`config.mk`:
```
export PLATFORM = sky130hd
export DESIGN_NAME = rv32i_fetch_stage
export DESIGN_NICKNAME = d
export VERILOG_FILES = /design/src/rtl/rv32i_pkg.sv /design/src/rtl/rv32i_fetch_fifo.sv /design/src/rtl/rv32i_fetch_stage.sv
export SDC_FILE = /design/constraint.sdc
export NUM_CORES = 1
export LEC_CHECK = 0
export ABC_AREA = 1
export BUFFER_PORTS_ARGS = -buffer_cell sky130_fd_sc_hd__buf_2
export CAP_MARGIN = 20
export CORE_UTILIZATION = 55
export DETAILED_ROUTE_END_ITERATION = 6
export GPL_TIMING_DRIVEN = 0
export PLACE_DENSITY = 0.78
export SLEW_MARGIN = 30
export SYNTH_ARGS = -nofsm -noshare
export SYNTH_HDL_FRONTEND = slang
export SYNTH_SLANG_ARGS = --single-unit
```
`constraint.sdc`:
```
create_clock -name clk_i -period 5.2 [get_ports clk_i]
set_clock_uncertainty 0.2 [all_clocks]
set_input_delay 0 -clock clk_i [delete_from_list [all_inputs] [get_ports clk_i]]
set_output_delay 0 -clock clk_i [all_outputs]
set_load 0.005 [all_outputs]
```
`src/rtl/rv32i_pkg.sv`:
```
// Shared RV32I constants and the fetch-queue entry type.
package rv32i_pkg;
  localparam int          ADDR_WTH_DFLT = 32;
  localparam int          WORD_WTH_DFLT = 32;
  localparam logic [31:0] RV32I_NOP     = 32'h0000_0013;
  localparam logic [31:0] RESET_PC_DFLT = 32'h0000_0000;

  typedef struct packed {
    logic [ADDR_WTH_DFLT-1:0] pc;
    logic [WORD_WTH_DFLT-1:0] instr;
  } fetch_entry_t;
endpackage

```
`src/rtl/rv32i_fetch_fifo.sv`:
```
// Small synchronous FIFO with clear; power-of-2 depth so pointers wrap naturally.
module rv32i_fetch_fifo #(
  parameter int DATA_W = 64,
  parameter int DEPTH  = 2
) (
  input  logic                   clk_i,
  input  logic                   rst_n_i,
  input  logic                   i_clear,
  input  logic                   i_push,
  input  logic [DATA_W-1:0]      i_wdata,
  input  logic                   i_pop,
  output logic [DATA_W-1:0]      o_rdata,
  output logic [$clog2(DEPTH):0] o_count,
  output logic                   o_full,
  output logic                   o_empty
);
  localparam int AW = $clog2(DEPTH);

  logic [DATA_W-1:0] r_mem [DEPTH];
  logic [AW-1:0]     r_wptr, r_rptr;
  logic [AW:0]       r_cnt;

  assign o_rdata = r_mem[r_rptr];
  assign o_count = r_cnt;
  assign o_full  = (r_cnt == (AW+1)'(DEPTH));
  assign o_empty = (r_cnt == '0);

  always_ff @(posedge clk_i or negedge rst_n_i) begin
    if (!rst_n_i) begin
      r_wptr <= '0;
      r_rptr <= '0;
      r_cnt  <= '0;
    end else if (i_clear) begin
      r_wptr <= '0;
      r_rptr <= '0;
      r_cnt  <= '0;
    end else begin
      if (i_push) r_wptr <= r_wptr + 1'b1;
      if (i_pop)  r_rptr <= r_rptr + 1'b1;
      r_cnt <= r_cnt + (AW+1)'(i_push) - (AW+1)'(i_pop);
    end
  end

  // Push+pop on full writes the slot being read this edge; the read sees the old word.
  always_ff @(posedge clk_i) begin
    if (i_push && !i_clear) r_mem[r_wptr] <= i_wdata;
  end

  a_no_underflow: assert property (@(posedge clk_i) disable iff (!rst_n_i) !(i_pop && o_empty));
  a_no_overflow:  assert property (@(posedge clk_i) disable iff (!rst_n_i) !(i_push && o_full && !i_pop));
endmodule

```
`src/rtl/rv32i_fetch_stage.sv`:
```
// RV32I IF stage: fetch PC, credit-limited imem requests, fetch queue, IF/DEC register.
module rv32i_fetch_stage
  import rv32i_pkg::*;
#(
  parameter int                ADDR_WTH = ADDR_WTH_DFLT,
  parameter int                WORD_WTH = WORD_WTH_DFLT,
  parameter int                FQ_DEPTH = 2,
  parameter logic [ADDR_WTH-1:0] RESET_PC = RESET_PC_DFLT[ADDR_WTH-1:0]
) (
  input  logic                clk_i,
  input  logic                rst_n_i,
  input  logic                pc_stall_i,
  input  logic                dec_stall_i,
  input  logic                dec_flush_i,
  input  logic                br_taken_i,
  input  logic [ADDR_WTH-1:0] br_target_i,
  output logic                imem_req_o,
  output logic [ADDR_WTH-1:0] imem_addr_o,
  input  logic                imem_gnt_i,
  input  logic                imem_rvalid_i,
  input  logic [WORD_WTH-1:0] imem_rdata_i,
  output logic                dec_valid_o,
  output logic [WORD_WTH-1:0] dec_instr_o,
  output logic [ADDR_WTH-1:0] dec_pc_o,
  output logic [ADDR_WTH-1:0] dec_pc_plus4_o
);
  localparam int CW = $clog2(FQ_DEPTH) + 1;
  localparam int EW = ADDR_WTH + WORD_WTH;
  localparam logic [WORD_WTH-1:0] NOP = WORD_WTH'(RV32I_NOP);

  logic [ADDR_WTH-1:0] r_fetch_pc, r_shadow_pc, r_dec_pc;
  logic [WORD_WTH-1:0] r_dec_instr;
  logic                r_dec_valid;
  logic [CW-1:0]       r_outst, r_drop;

  logic [CW-1:0]       w_fq_cnt;
  logic [EW-1:0]       w_fq_head;
  logic [ADDR_WTH-1:0] w_br_pc;
  logic w_fire, w_rsp_live, w_push, w_pop, w_bypass, w_fq_full, w_fq_empty;

  assign w_br_pc     = {br_target_i[ADDR_WTH-1:2], 2'b00};
  // Credit rule: in-flight plus buffered never exceeds queue depth, so every response has a slot.
  assign imem_req_o  = rst_n_i && !br_taken_i && !pc_stall_i &&
                       ((r_outst + w_fq_cnt) < CW'(FQ_DEPTH));
  assign imem_addr_o = r_fetch_pc;
  assign w_fire      = imem_req_o && imem_gnt_i;
  assign w_rsp_live  = imem_rvalid_i && (r_drop == '0) && !br_taken_i;
  assign w_pop       = !dec_flush_i && !dec_stall_i && !w_fq_empty;
  assign w_bypass    = !dec_flush_i && !dec_stall_i && w_fq_empty && w_rsp_live;
  assign w_push      = w_rsp_live && !w_bypass;

  rv32i_fetch_fifo #(.DATA_W(EW), .DEPTH(FQ_DEPTH)) u_fq (
    .clk_i   (clk_i),
    .rst_n_i (rst_n_i),
    .i_clear (br_taken_i),
    .i_push  (w_push),
    .i_wdata ({r_shadow_pc, imem_rdata_i}),
    .i_pop   (w_pop),
    .o_rdata (w_fq_head),
    .o_count (w_fq_cnt),
    .o_full  (w_fq_full),
    .o_empty (w_fq_empty)
  );

  always_ff @(posedge clk_i or negedge rst_n_i) begin
    if (!rst_n_i) begin
      r_fetch_pc  <= RESET_PC;
      r_shadow_pc <= RESET_PC;
      r_outst     <= '0;
      r_drop      <= '0;
    end else if (br_taken_i) begin
      // Everything still in flight after this cycle belongs to the wrong path.
      r_fetch_pc  <= w_br_pc;
      r_shadow_pc <= w_br_pc;
      r_outst     <= r_outst - CW'(imem_rvalid_i);
      r_drop      <= r_outst - CW'(imem_rvalid_i);
    end else begin
      if (w_fire)     r_fetch_pc  <= r_fetch_pc + ADDR_WTH'(4);
      if (w_rsp_live) r_shadow_pc <= r_shadow_pc + ADDR_WTH'(4);
      if (imem_rvalid_i && (r_drop != '0)) r_drop <= r_drop - 1'b1;
      r_outst <= r_outst + CW'(w_fire) - CW'(imem_rvalid_i);
    end
  end

  always_ff @(posedge clk_i or negedge rst_n_i) begin
    if (!rst_n_i) begin
      r_dec_valid <= 1'b0;
      r_dec_instr <= NOP;
      r_dec_pc    <= '0;
    end else if (dec_flush_i) begin
      r_dec_valid <= 1'b0;
      r_dec_instr <= NOP;
    end else if (!dec_stall_i) begin
      if (!w_fq_empty) begin
        r_dec_valid <= 1'b1;
        r_dec_pc    <= w_fq_head[EW-1:WORD_WTH];
        r_dec_instr <= w_fq_head[WORD_WTH-1:0];
      end else if (w_bypass) begin
        r_dec_valid <= 1'b1;
        r_dec_pc    <= r_shadow_pc;
        r_dec_instr <= imem_rdata_i;
      end else begin
        r_dec_valid <= 1'b0;
        r_dec_instr <= NOP;
      end
    end
  end

  assign dec_valid_o    = r_dec_valid;
  assign dec_instr_o    = r_dec_instr;
  assign dec_pc_o       = r_dec_pc;
  assign dec_pc_plus4_o = r_dec_pc + ADDR_WTH'(4);

  a_fq_credit: assert property (@(posedge clk_i) disable iff (!rst_n_i)
                                !(w_push && w_fq_full && !w_pop));
endmodule

```
=== Word level (Yosys, flattened, before mapping) ===
Memories as Yosys holds them, arrays and structs flattened.
Index checks and enable logic that the tools add are counted.

* Bitwise logic cells: 2
* Add/sub/neg operators: 12
* Shift-type cells: 0
* Divide/modulo/power cells: 0
* Muxes and demuxes: 24
* Order comparisons: 1
* Multiply operators: 0
* Equality and inequality tests: 2
* Reduce and logical (&&, ||, !) cells: 28

{| class="wikitable"
|+ Operator list
! operator !! count
|-
| $mux 32 || 10
|-
| $add 32x3->32 const B || 3
|-
| $logic_and 1x1->1 || 13
|-
| $reduce_bool 2->1 || 6
|-
| $mux 1 || 10
|-
| $mux 2 || 4
|-
| $logic_not 1->1 || 6
|-
| $sub 2x1->2 || 3
|-
| $add 2x1->2 || 2
|-
| $logic_not 2->1 || 2
|-
| $reduce_and 3->1 || 1
|-
| $add 1x1->1 const B || 2
|-
| $add 2x2->2 || 1
|-
| $lt 2x2->1 const B || 1
|-
| $ne 2x1->1 const B || 1
|-
| $ne 2x2->1 const B || 1
|-
| $not 1->1 || 2
|-
| $sub 2x1->2 const B || 1
|}

* Bits of input ports: 72
* Register bits: 137
* Latch bits: 0
* Logic and storage cells: 80
* ROM bits: 0
* Memories: 1
* Bits in writable memories: 128
* Output and inout bits: 130

{| class="wikitable"
|+ Memories
! memory !! words !! bits a word !! rd ports !! clocked after memory_dff !! write ports !! line !! text
|-
| u_fq.r_mem || 2 || 64 || 1 || 0 || 1 || rv32i_fetch_fifo.sv:19 || <nowiki>logic [DATA_W-1:0] r_mem [DEPTH];</nowiki>
|}

=== Depth between registers and ports, before layout ===
* Word-level depth: 9
* Depth in mapped cells: 11
* Gate-level depth less buffers: 11

=== Hierarchy ===
A second synthesis with hierarchy kept.

* Cells, all modules: 1399
* Area, all modules: 13186.4 um^2

{| class="wikitable"
|+ By module, submodules not included
! module !! area each (um^2) !! cells each !! times used !! sequential area each (um^2)
|-
| rv32i_fetch_stage || 8192.9 || 1171 || 1 || 3231.8
|-
| rv32i_fetch_fifo || 4993.5 || 228 || 1 || 3943.8
|}

=== Worst setup path after synthesis ===
No wires, ideal clock.

* Path kind: register -> register
* Start: register r_drop[0]
* End: memory u_fq.r_mem[0][0] (enable)
* Stages on the path, launching flop included: 7
* Period minus slack after synthesis: 4311 ps
* Path buffers: 0
* Required time: 4518 ps
* Arrival: 3628 ps
* Path slack: 889 ps
* Library setup time: 482 ps
* Cells stage by stage: dfrtp_1 > inv_1 > ha_1 > nand2_2 > nor2_8 > nand2_1 > nor2_1

* Word-level cells in the longest chain between the ends: 9

{| class="wikitable"
|+ Ends and longest elaborated chain
! element !! line !! text
|-
| start, declared || rv32i_fetch_stage.sv:34 || <nowiki>logic [CW-1:0] r_outst, r_drop;</nowiki>
|-
| start signal, assigned || rv32i_fetch_stage.sv:76 || <nowiki>r_drop <= r_outst - CW'(imem_rvalid_i);</nowiki>
|-
| start signal, assigned || rv32i_fetch_stage.sv:80 || <nowiki>if (imem_rvalid_i && (r_drop != '0)) r_drop <= r_drop - 1'b1;</nowiki>
|-
| $logic_not 2->1 (*) || rv32i_fetch_stage.sv:47 || <nowiki>assign w_rsp_live = imem_rvalid_i && (r_drop == '0) && !br_taken_i;</nowiki>
|-
| $logic_and 1x1->1 (*) (2 in a row) || rv32i_fetch_stage.sv:47 ||
|-
| $logic_and 1x1->1 || rv32i_fetch_stage.sv:49 || <nowiki>assign w_bypass = !dec_flush_i && !dec_stall_i && w_fq_empty && w_rsp_live;</nowiki>
|-
| $logic_not 1->1 || rv32i_fetch_stage.sv:50 || <nowiki>assign w_push = w_rsp_live && !w_bypass;</nowiki>
|-
| $logic_and 1x1->1 (*) || rv32i_fetch_stage.sv:50 ||
|-
| $logic_and 1x1->1 (*) || rv32i_fetch_fifo.sv:46 || <nowiki>if (i_push && !i_clear) r_mem[r_wptr] <= i_wdata;</nowiki>
|-
| $mux 1 (*) || rv32i_fetch_fifo.sv:46 ||
|-
| $mux 1 (not written as such) (*) || rv32i_fetch_fifo.sv:46 ||
|-
| end, declared || rv32i_fetch_fifo.sv:19 ||
|}

Mark *: on every way between the ends. The rest lies on a longest branch, timed or not.

=== Worst setup path in the final report ===
* Start: input rst_n_i
* End: register r_fetch_pc[4], in the netlist imem_addr_o[4]

* Word-level cells in the longest chain between the ends: 5

{| class="wikitable"
|+ Ends and longest elaborated chain
! element !! line !! text
|-
| start, declared || rv32i_fetch_stage.sv:11 || <nowiki>input logic rst_n_i,</nowiki>
|-
| $logic_and 1x1->1 (3 in a row) || rv32i_fetch_stage.sv:43 || <nowiki>assign imem_req_o = rst_n_i && !br_taken_i && !pc_stall_i &&</nowiki>
|-
| $logic_and 1x1->1 || rv32i_fetch_stage.sv:46 || <nowiki>assign w_fire = imem_req_o && imem_gnt_i;</nowiki>
|-
| $reduce_bool 2->1 (no source line) || n/a ||
|-
| end signal, assigned || rv32i_fetch_stage.sv:73 || <nowiki>r_fetch_pc <= w_br_pc;</nowiki>
|-
| end signal, assigned || rv32i_fetch_stage.sv:78 || <nowiki>if (w_fire) r_fetch_pc <= r_fetch_pc + ADDR_WTH'(4);</nowiki>
|-
| end, declared || rv32i_fetch_stage.sv:31 || <nowiki>logic [ADDR_WTH-1:0] r_fetch_pc, r_shadow_pc, r_dec_pc;</nowiki>
|}

Every way passes these cells.
A chain may end at the register's enable or synchronous reset.

==> implementation parameters <==
Parameter                              Value

Cells and area
  Fillers    1,613
  Post-route non-filler standard cell count    2,010
  Count of nets after finishing    1,790
  Number of diodes added for antenna fixing    0
  Fraction of final layout cells sized beyond drive strength 1    18.90%
  Layout overhead on the synthesized area    26.92%
  Final Cell Area    15,950 um2

Routing
  Vias    11,190
  Avg Vias per Cell    5.566
  DRC marker count from the first detailed-route iteration    888
  Routed WL per cell    17.39 um
  # DRC    0
  Remaining antenna violation count    0
  Detailed-route wire length    34,950 um
  Number of search-and-repair iterations in the first detailed-routing pass    5

Synth
  Unique masters post-synth    43
  Library cell with the largest summed area after synthesis    sky130_fd_sc_hd__edfxtp_1
  Post-synthesis instance area    12,560 um2
  Flip-flop and latch count after synthesis    255
  Post-synth top cells    sky130_fd_sc_hd__nand2_1 (379), sky130_fd_sc_hd__nor2_1 (145), sky130_fd_sc_hd__dfrtp_1 (128)
  EDFF count, synth    124
  Largest cells by area after synthesis    sky130_fd_sc_hd__edfxtp_1 (30%), sky130_fd_sc_hd__dfrtp_1 (25%), sky130_fd_sc_hd__nand2_1 (11%)
  Yosys warning total    0
  Library cell with the highest instance count after synthesis    sky130_fd_sc_hd__nand2_1
  Post-Synthesis Cells    1,379
  Avg Synthesized Cell Area    9.111 um2
  Post-synth top flop    sky130_fd_sc_hd__dfrtp_1
  FFs w/ async S/R, synth    51.37%
  Part of the Yosys area used for sequential elements    55.76%
  Top cell type's share of synthesized area    29.64%

Placed design
  Post-detailed-placement half-perimeter wirelength    23,690 um
  # port buffers    193
  Area after DPL    14,080 um2
  Instance count after placement with tap cells included    1,863
  Placer congestion estimate    0.9481

Setup path
  Startpoint class of the critical path    primary input
  Critical Setup Path Class    primary input to flop
  Critical path data arrival time    3480 ps
  Endpoint type of the worst setup path    flop
  Required time of the critical path    5480 ps
  CP delay by family, top    buffers and inverters
  Series of cell instances along the critical path    dlygate4sd3_1, dlygate4sd3_1, buf_8, nand2_1, nor2_4, nand4_4, dlygate4sd3_1, nand2_2, inv_2, buf_6, nand2_1, nand3_1, dlygate4sd3_1
  Most repeated library cell on the critical path    sky130_fd_sc_hd__dlygate4sd3_1
  Sum of buffers and inverters on the critical path    7
  Critical-path top delay cell    sky130_fd_sc_hd__dlygate4sd3_1
  Top fanout value on the critical path    10
  Biggest cell delay along the critical path    820 ps

Floorplan
  Starting Density    56.87%
  Overall die height    153.1 um
  Area of the core    22,090 um2
  Number of I/O pins    202
  Overall die width    153.1 um
  Std-Cell Rows    54
  Area of the die    23,450 um2

Pwr
  Maximum resistive drop on vdd    239.5 uV
  Power density over cell area    385.3 nW/um2
  Static leakage power    0.006922 uW

STA
  Post-route minimum period    3200 ps
  Final count of pins violating max slew    0
  Number of setup violations in the final report    0
  Worst-Margin Slew    778.9 ps
  Highest achievable clock rate    312.5 MHz
  Share of the clock period used by the worst path after layout    61.53%
  Final Hold Vio Count    2
  Unrepaired setup endpoints after global routing    no
  Worst slew slack as a fraction of its limit    47.95%
  Hold slack final    -7.590 ps

Hold path
  Hold Path Class    primary input to flop

CTS
  Number of buffers on the longest clock path    3
  Clock buffer count from CTS    27
  Post-cts resize count    0
  Clk slew on worst S/H paths    60 ps
  Total number of H-tree levels    1
  CTS tree    built
  Clock net sink count    255
  Clock latency on the worst-skew pair    550 ps
  Cell at the root of the clock tree    sky130_fd_sc_hd__clkbuf_16

GRT
  Largest net degree at the start of global routing    81
  Via count of the first global-routing pass    10,760
  Total Routing Usage GR    30.15%
  Initial antenna violation count    0
  First-pass GRT wire length    55,880 um
  Global-route congestion overflow total    0

Outcome
  Outcome    finished, violations left
  Violations in the final reports    negative hold slack

Run
  Max-cap violations    0
metrics by stage:
step	setup TNS [ps]	hold WS, ps	power (uW)	utilization [%]	worst slack, ps
after floorplan	0	-495.6	3511	-	889.3
after global placement	-83330	1.237	4098	62.91	-679.8
after detailed placement	0	-246.1	4165	63.72	2481
after CTS	0	0.09032	6135	72.18	2044
after global routing	0	8.937	6447	72.18	1893
final	0	-7.590	6144	72.18	2000
cells in the final DEF (no fill, tap or decap), types with 25 or more instances in the layout:
cell                            Yosys  routed
sky130_fd_sc_hd__edfxtp_1         124     124
sky130_fd_sc_hd__dfrtp_1          128     128
sky130_fd_sc_hd__nand3_1          110     110
sky130_fd_sc_hd__nor3_1            27      27
sky130_fd_sc_hd__nand2_1          379     379
sky130_fd_sc_hd__inv_1            108     108
sky130_fd_sc_hd__o211ai_1          40      40
sky130_fd_sc_hd__xor2_1            44      44
sky130_fd_sc_hd__nand4_1           25      25
sky130_fd_sc_hd__buf_2             18     210
sky130_fd_sc_hd__o21ai_0           60      60
sky130_fd_sc_hd__dlygate4sd3_1      0      96
sky130_fd_sc_hd__nor2_1           145     143
sky130_fd_sc_hd__clkbuf_16          0      27
area by class of cell:
type,count,area [um2],area share (%)
clock inverter,18,176.4,1.106
tap,280,350.3,2.197
inverter,116,435.4,2.730
buffer,52,277.8,1.742
multi-input combinational,961,4880,30.60
sequential,255,7005,43.93
timing repair buffer,296,2117,13.28
clock buffer,32,704.4,4.417
worst paths after layout:
| path | depth (start not counted) | endpoint | slack (ps) | start |
|---|---|---|---|---|
| max in group asynchronous | 4 | dec_instr_o[4] | 4050 | rst_n_i |
| min in group asynchronous | 4 | dec_instr_o[10] | 370 | rst_n_i |
| hold reg to reg | 2 | dec_instr_o[31] | 280 | dec_instr_o[31] |
| setup / recovery | 13 | imem_addr_o[4] | 2000 | rst_n_i |
| hold / removal | 2 | u_fq.r_mem[1][11] | -8 | imem_rdata_i[11] |
| setup reg to reg | 12 | imem_addr_o[4] | 2140 | r_outst[1] |
where the power goes:
group	internal [uW]	switching (uW)
Clock	1120	798
Sequential	2430	366
Combinational	595	836
Total	4150	2000
cells by family after synthesis:
group,count (synthesis),share of synthesized area (%)
AND/OR/NAND/NOR,735,25.75
XOR/XNOR,51,3.555
flip-flops,255,55.76
AO/OA/AOI/OAI,160,8.335
adder cells (fa/ha/maj),9,0.8963
buffers and inverters,168,5.676
other,1,0.02985
sequential cells by signal (all words and copies together) (netlist names):
name	flops
dec_instr_o	32
dec_pc_o	30
dec_valid_o	1
imem_addr_o	30
r_drop	2
r_outst	2
r_shadow_pc	30
u_fq.o_count	2
u_fq.r_mem	124
u_fq.r_rptr	1
u_fq.r_wptr	1
timing repair:
action / in CTS / in global routing
buffers inserted: 0 / 0
hold buffers: 97 / 0
endpoints found under the hold margin: 295 / 0
layer usage:
| layer | up-vias | track usage (%) | part of all wire [%] |
|---|---|---|---|
| li1 | 5317 | - | - |
| met1 | 5263 | 39.88 | 42 |
| met5 | - | 0 | 0 |
| met2 | 526 | 50.79 | 48 |
| met4 | 0 | 11.21 | 3.0 |
| met3 | 82 | 4.111 | 7.0 |
(Power assumes the default switching activity.)
